## src/rtl/control_pipe.sv

```systemverilog
// control_pipe: control-bundle pipeline for the five-stage MIPS core.
// Carries decoder WB/M/EX bundles through ID/EX, EX/MEM and MEM/WB, and
// owns the load-use stall, branch-flush squashing and EX forwarding selects.
//
// Optional feature macro: CTRL_PIPE_FWD_EN
//   defined   -> EX operand forwarding active, only load-use hazards stall
//   undefined -> fwd_a/fwd_b tied to 00, any RAW hazard against EX or MEM stalls
//
// Ports:
//   clk, rst                  clock, synchronous active-high reset
//   id_wb/id_m/id_ex          decoder bundles {RegWrite,MemToReg} {Branch,MemRead,MemWrite}
//                             {RegDest,ALUOp[1:0],ALUSrc}
//   id_rs/id_rt/id_rd         register fields of the instruction in ID
//   flush                     branch taken (resolved in MEM)
//   ex_*                      EX-stage controls and source registers
//   mem_*                     MEM-stage controls and destination register
//   wb_*                      WB-stage controls and destination register
//   stall                     freeze PC and IF/ID (combinational)
//   fwd_a/fwd_b               EX operand selects 00 regfile, 10 EX/MEM, 01 MEM/WB (combinational)
module control_pipe #(
    parameter int unsigned RW = 5
) (
    input  logic          clk,
    input  logic          rst,
    input  logic [1:0]    id_wb,
    input  logic [2:0]    id_m,
    input  logic [3:0]    id_ex,
    input  logic [RW-1:0] id_rs,
    input  logic [RW-1:0] id_rt,
    input  logic [RW-1:0] id_rd,
    input  logic          flush,
    output logic          ex_alu_src,
    output logic [1:0]    ex_alu_op,
    output logic          ex_reg_dst,
    output logic [RW-1:0] ex_rs,
    output logic [RW-1:0] ex_rt,
    output logic          mem_branch,
    output logic          mem_read,
    output logic          mem_write,
    output logic [RW-1:0] mem_dst,
    output logic          wb_reg_write,
    output logic          wb_mem_to_reg,
    output logic [RW-1:0] wb_dst,
    output logic          stall,
    output logic [1:0]    fwd_a,
    output logic [1:0]    fwd_b
);

    localparam int unsigned WB_W = 2;
    localparam int unsigned M_W  = 3;
    localparam int unsigned EX_W = 4;

    // Bundle bit positions
    localparam int unsigned WB_REGWRITE = 1;
    localparam int unsigned WB_MEMTOREG = 0;
    localparam int unsigned M_BRANCH    = 2;
    localparam int unsigned M_MEMREAD   = 1;
    localparam int unsigned M_MEMWRITE  = 0;
    localparam int unsigned EX_REGDST   = 3;
    localparam int unsigned EX_ALUSRC   = 0;

    // ID/EX
    logic [WB_W-1:0] r_idex_wb;
    logic [M_W-1:0]  r_idex_m;
    logic [EX_W-1:0] r_idex_ex;
    logic [RW-1:0]   r_idex_rs;
    logic [RW-1:0]   r_idex_rt;
    logic [RW-1:0]   r_idex_rd;
    // EX/MEM
    logic [WB_W-1:0] r_exmem_wb;
    logic [M_W-1:0]  r_exmem_m;
    logic [RW-1:0]   r_exmem_dst;
    // MEM/WB
    logic [WB_W-1:0] r_memwb_wb;
    logic [RW-1:0]   r_memwb_dst;

    logic [RW-1:0] w_ex_dst;
    logic          w_stall;
    logic [1:0]    w_fwd_a;
    logic [1:0]    w_fwd_b;

    assign w_ex_dst = r_idex_ex[EX_REGDST] ? r_idex_rd : r_idex_rt;

`ifdef CTRL_PIPE_FWD_EN
    // Forwarding selects; EX/MEM is younger so it wins, $0 never forwards
    always_comb begin
        w_fwd_a = 2'b00;
        w_fwd_b = 2'b00;
        if (r_exmem_wb[WB_REGWRITE] && (r_exmem_dst != '0) && (r_exmem_dst == r_idex_rs))
            w_fwd_a = 2'b10;
        else if (r_memwb_wb[WB_REGWRITE] && (r_memwb_dst != '0) && (r_memwb_dst == r_idex_rs))
            w_fwd_a = 2'b01;
        if (r_exmem_wb[WB_REGWRITE] && (r_exmem_dst != '0) && (r_exmem_dst == r_idex_rt))
            w_fwd_b = 2'b10;
        else if (r_memwb_wb[WB_REGWRITE] && (r_memwb_dst != '0) && (r_memwb_dst == r_idex_rt))
            w_fwd_b = 2'b01;
    end

    // Only a load in EX cannot be covered by forwarding
    assign w_stall = r_idex_m[M_MEMREAD] & ((r_idex_rt == id_rs) | (r_idex_rt == id_rt));
`else
    logic w_haz_ex;
    logic w_haz_mem;

    assign w_fwd_a = 2'b00;
    assign w_fwd_b = 2'b00;

    // Without forwarding, wait until the producer has reached WB
    assign w_haz_ex  = r_idex_wb[WB_REGWRITE] & (w_ex_dst != '0) &
                       ((w_ex_dst == id_rs) | (w_ex_dst == id_rt));
    assign w_haz_mem = r_exmem_wb[WB_REGWRITE] & (r_exmem_dst != '0) &
                       ((r_exmem_dst == id_rs) | (r_exmem_dst == id_rt));
    assign w_stall   = w_haz_ex | w_haz_mem;
`endif

    // ID/EX: bubble on stall or flush
    always_ff @(posedge clk) begin
        if (rst || flush || w_stall) begin
            r_idex_wb <= '0;
            r_idex_m  <= '0;
            r_idex_ex <= '0;
            r_idex_rs <= '0;
            r_idex_rt <= '0;
            r_idex_rd <= '0;
        end else begin
            r_idex_wb <= id_wb;
            r_idex_m  <= id_m;
            r_idex_ex <= id_ex;
            r_idex_rs <= id_rs;
            r_idex_rt <= id_rt;
            r_idex_rd <= id_rd;
        end
    end

    // EX/MEM: bubble on flush only; a stall lets the older instruction move on
    always_ff @(posedge clk) begin
        if (rst || flush) begin
            r_exmem_wb  <= '0;
            r_exmem_m   <= '0;
            r_exmem_dst <= '0;
        end else begin
            r_exmem_wb  <= r_idex_wb;
            r_exmem_m   <= r_idex_m;
            r_exmem_dst <= w_ex_dst;
        end
    end

    // MEM/WB: always advances so a taken branch still retires
    always_ff @(posedge clk) begin
        if (rst) begin
            r_memwb_wb  <= '0;
            r_memwb_dst <= '0;
        end else begin
            r_memwb_wb  <= r_exmem_wb;
            r_memwb_dst <= r_exmem_dst;
        end
    end

    assign ex_alu_src    = r_idex_ex[EX_ALUSRC];
    assign ex_alu_op     = r_idex_ex[2:1];
    assign ex_reg_dst    = r_idex_ex[EX_REGDST];
    assign ex_rs         = r_idex_rs;
    assign ex_rt         = r_idex_rt;
    assign mem_branch    = r_exmem_m[M_BRANCH];
    assign mem_read      = r_exmem_m[M_MEMREAD];
    assign mem_write     = r_exmem_m[M_MEMWRITE];
    assign mem_dst       = r_exmem_dst;
    assign wb_reg_write  = r_memwb_wb[WB_REGWRITE];
    assign wb_mem_to_reg = r_memwb_wb[WB_MEMTOREG];
    assign wb_dst        = r_memwb_dst;
    assign stall         = w_stall;
    assign fwd_a         = w_fwd_a;
    assign fwd_b         = w_fwd_b;

endmodule

```

## config.mk

```make
export PLATFORM = sky130hd
export DESIGN_NAME = control_pipe
export DESIGN_NICKNAME = d
export VERILOG_FILES = /design/src/rtl/control_pipe.sv
export SDC_FILE = /design/constraint.sdc
export NUM_CORES = 1
export LEC_CHECK = 0
export ABC_AREA = 1
export BUFFER_PORTS_ARGS = -buffer_cell sky130_fd_sc_hd__buf_2
export CAP_MARGIN = 20
export CORE_AREA = 2 2 85 87
export CTS_CLUSTER_DIAMETER = 150
export DETAILED_ROUTE_END_ITERATION = 12
export DIE_AREA = 0 0 87 89
export GPL_ROUTABILITY_DRIVEN = 0
export GPL_TIMING_DRIVEN = 0
export PLACE_DENSITY = 0.54
export SLEW_MARGIN = 10
export SYNTH_ARGS = -nofsm -noshare
export SYNTH_HDL_FRONTEND = slang
export SYNTH_SLANG_ARGS = --single-unit
```

## constraint.sdc

```tcl
create_clock -name clk -period 1.45 [get_ports clk]
set_input_delay 0.29 -clock clk [delete_from_list [all_inputs] [get_ports clk]]
set_output_delay 0.29 -clock clk [all_outputs]
set_load 0.02 [all_outputs]
```

* After elaboration in Yosys (flattened, before gate mapping)
Cells that the tools add are included.
** Cells by class
- Eq/ne operators :: 4
- Muxes and demuxes :: 1
- Bitwise operators :: 7
- Reductions and logical operators :: 4
** Operators with widths (number)
- 5-bit equality test :: 4
- 5-bit nonzero test :: 2
- 5-bit two-way mux :: 1
- 1-bit bitwise AND :: 4
- 1-bit OR :: 3
- 1-bit logical OR :: 2
** Storage, ports and cells
- Flip-flop bits (word level) :: 41
- Input bits :: 27
- Output and inout bits :: 34
- Logic and storage cells :: 27

* Depth between registers and ports, before layout
- Depth after elaboration :: 6
- Mapped depth :: 13
- Mapped depth without buffers :: 11

* Least setup slack after synthesis
No wires, ideal clock.
- Path type :: reg2out
- Start :: register r_idex_ex[3]
- End :: output stall
- Data arrival time :: 1.320 ns
- Required time :: 1.160 ns
- Slack :: -0.160 ns
- Stages on the path, launching flop included :: 12
- Buffers on the path :: 1
- Cells stage by stage :: dfxtp_1 -> buf_6 -> inv_6 -> nand2_2 -> nand2_2 -> nand2_1 -> nand2_1 -> nor2_1 -> nand3_1 -> nand2_1 -> nand2_2 -> nand2_1
** On the way
- Cells in the longest elaborated chain, start to end :: 5
- Elaborated cells between the ends (all ways) :: 8
- Those cells by class :: 2 x eq/ne; 1 x mux; 4 x bitwise; 1 x reduce/logical
** Ends and longest elaborated chain
- start: declaration :: RTL line 65 : logic [EX_W-1:0] r_idex_ex;
- start signal: assignment :: RTL line 128 : r_idex_ex <= id_ex;
- 5-bit two-way mux * :: RTL line 82 : assign w_ex_dst = r_idex_ex[EX_REGDST] ? r_idex_rd : r_idex_rt;
- 5-bit equality test / 5-bit nonzero test (equally long branches) :: RTL line 110, 109
- 1-bit OR / 1-bit bitwise AND (equally long branches) :: RTL line 110, 109
- 1-bit bitwise AND * :: RTL line 109 : assign w_haz_ex = r_idex_wb[WB_REGWRITE] & (w_ex_dst != '0) &
- 1-bit OR * :: RTL line 113 : assign w_stall = w_haz_ex | w_haz_mem;
- end: declaration :: RTL line 44 : output logic stall,
Every way passes the cells marked *; elsewhere a longest branch is shown, timed or not.

* Worst setup path after layout
Same ends and word-level chain as after synthesis.

==> summary.txt <==
Floorplanning
  – Total die area: roughly 7700 sq um
  – I/O pins: roughly 60
  – Chip Width: ~87 um
  – Initial Util: between 20% and 30%
  – Die Y-Extent: 89 um
  – Core Box Area: roughly 6700 sq um
  – Num rows: 30

Run status
  – Outcome: finished with violations
  – Failing checks: negative setup slack

Run
  – Max-cap violations: 0

Placed design
  – Port bufs: between 50 and 60
  – Area post-placement: approximately 2100 sq um
  – Hpwl dp: 3096 um

Clock tree
  – CTS buffer count: 5
  – Worst-case clock buffer depth: 2
  – Clock Latency Late Sink: 0.29 ns
  – H-Tree Depth: 2
  – Clock sinks: slightly above 40
  – CTS tree: built
  – Clock root buffer: clkbuf_8
  – Clock Pin Slew Worst Setup and Hold Paths: 0.07 ns

Finish
  – Post-Route Utilization: between 30% and 40%
  – Final-stage net count: between 300 and 400
  – Share of cells above drive strength 1: between 30% and 40%
  – Commonest non-fill, non-tap cell in the layout: buf_2
  – Antenna fix cells: 0
  – Post-route cell area: 2355 sq um
  – Layout area overhead: 41.72%
  – Leading cell types in the layout, fill and taps excluded: buf_2 (54), inv_1 (42), dfxtp_1 (40)
  – Filler cells: about 710

Detailed routing
  – Final WL: just over 4000 um
  – DRC: 0
  – DR pass1 iterations: 4
  – Post-route ant nets: 0
  – Initial detailed-routing violation count: 74
  – WL/cell: approximately 11 um
  – Via count: 1467
  – Via density: a little under 4

Setup path
  – Critical Path Slowest Stage Cell: dfxtp_4
  – CP most frequent cell: nand2_1
  – CP Max Fanout: 7
  – CP Launch Type: register
  – Worst Path Required: around 1.2 ns
  – Critical Path AT: between 1.5 and 2 ns
  – Nature of the critical path endpoint: output port
  – CP delay by family, top: simple AND/OR/NAND/NOR gates
  – Crit path buf inv count: 2
  – Setup CP Type: register to output port
  – Cells along the critical path: inv_8 -> nand2_4 -> nand2_2 -> nand2_1 -> nand2_1 -> nor2_1 -> nand3_1 -> nand2_1 -> nand2_2 -> nand2_4 -> buf_6
  – Largest stage delay, worst path: around 0.43 ns

Timing
  – Clk_skew: 0.003783 ns
  – Period utilisation layout: 127.9%
  – RSZ-0062 raised after global routing: yes
  – PnR worst setup slack: -0.4045 ns
  – Fmax achieved: about 0.54 GHz
  – Fin crit period: 1.854 ns
  – Final hold violation count: 0
  – Slew Limit Fails: 0
  – Final setup viols: 25
  – Hold WS: 0.1971 ns

Global routing
  – Vias in the first global route: 1308
  – Largest net degree at the start of global routing: 13
  – Global-route usage over all layers: 11.16%
  – Grt ovf: 0
  – Antenna violations before repair: 0
  – Global-route wire length before repair: approximately 6400 um

Synthesis
  – Mapped Area: about 1700 sq um
  – Sequential fraction of the synthesis area: 49.40%
  – Yosys top cell area share: roughly half
  – Cell taking the most area after synthesis: dfxtp_1
  – Netlist cell types: 22
  – Seq cells post-synth: 41
  – Top cells by area, synth: dfxtp_1 (49%), inv_1 (9.5%), nor2_1 (8.8%)
  – Syn avg cell area: 7.587 sq um
  – YS warnings: 0
  – Post-synthesis cell count: around 220

Power
  – Pwr Total: around 2300 uW
  – Pwr/cell area: between 900 and 1000 nW/um^2
  – Peak VDD IR: between 300 and 400 uV
  – LEAKAGE: between 0.001 and 0.0015 uW

Hold path
  – Worst hold path type: primary input to register
==> layout make-up <==
type / count / area, sq um / share of cell area [%]
clock buffer: 7 / 96.34 / 4.091
sequential: 41 / 824.5 / 35.02
buffer: 7 / 63.81 / 2.710
inverter: 44 / 172.7 / 7.333
multi-input combinational: 129 / 674.4 / 28.64
clock inverter: 1 / 5.005 / 0.2125
tap: 80 / 100.1 / 4.251
timing repair buffer: 64 / 417.9 / 17.75
==> metrics by stage <==
stage                     worst slack (ns)  std cells  setup TNS, ns
after global placement             -0.2320        357         -3.802
after detailed placement           -0.2566        357         -4.347
final                              -0.4045        373         -8.862
after CTS                          -0.4231        372         -6.411
after global routing               -0.5199        373         -11.86
after floorplan                   -0.01151        222       -0.04891
==> layer usage <==
metal  wire length [um]  GRT usage (%)  vias up
met5                  0              0        -
met4                 44          3.835        0
met3                271          3.509        9
met2               1870          17.49       49
met1               1944          14.58      628
li1                   -              -      781
==> logic make-up (layout without fill, tap and decap cells) <==
| group | after synthesis | count (layout) | share of synthesized area [%] |
|---|---|---|---|
| AO/OA/AOI/OAI | 10 | 10 | 3.313 |
| AND/OR/NAND/NOR | 108 | 108 | 29.07 |
| XOR/XNOR | 7 | 7 | 3.690 |
| buffers and inverters | 52 | 123 | 14.31 |
| flip-flops | 41 | 41 | 49.40 |
| other | 1 | 4 | 0.2257 |
==> power by group <==
group | internal [uW] | switching [uW]
sequential | 1160 | 19.6
combinational | 145 | 185
clock | 430 | 386
total | 1730 | 591
==> final timing paths <==
path                       from             to  slack [ns]  cells after the start
setup reg to reg   r_idex_ex[3]       ex_rs[0]       -0.38                     15
hold / removal         id_ex[3]   r_idex_ex[3]        0.20                      3
setup / recovery   r_idex_ex[3]          stall       -0.40                     11
hold reg to reg   r_exmem_wb[0]  r_memwb_wb[0]        0.40                      2
==> flip-flops by register name, indices dropped and copies added, names as in the netlist <==
| register | flops |
|---|---|
| ex_rs | 5 |
| ex_rt | 5 |
| mem_dst | 5 |
| r_idex_rd | 5 |
| wb_dst | 5 |
| r_idex_ex | 4 |
| r_exmem_m | 3 |
| r_idex_m | 3 |
| r_exmem_wb | 2 |
| r_idex_wb | 2 |
| r_memwb_wb | 2 |
==> synthesized netlist by cell type <==
library cell / instances
inv_1: 42
dfxtp_1: 41
nor2_1: 39
nand2_1: 35
nand3_1: 14
nand2_2: 10
a21oi_1: 7
nor2_2: 7
xor2_1: 5
buf_4: 4
buf_6: 3
xnor2_1: 2
a31oi_1: 1
clkbuf_1: 1
clkinv_1: 1
conb_1: 1
inv_6: 1
nand3_4: 1
nand4_1: 1
nor3_1: 1
o21ai_0: 1
o21ai_2: 1
==> repair_timing <==
action                                  CTS  global route
resized for setup                        16             4
pin swaps                                 5             7
hold buffers                              0             0
endpoints found under the setup margin   25            25
cloned                                    2             0
buffers inserted                          6             1
==> worst min-delay path, stage by stage <==
cell and delay [ns]:
buf_2 0.09, inv_1 0.04, nor2_1 0.03
(Power assumes the default switching activity.)
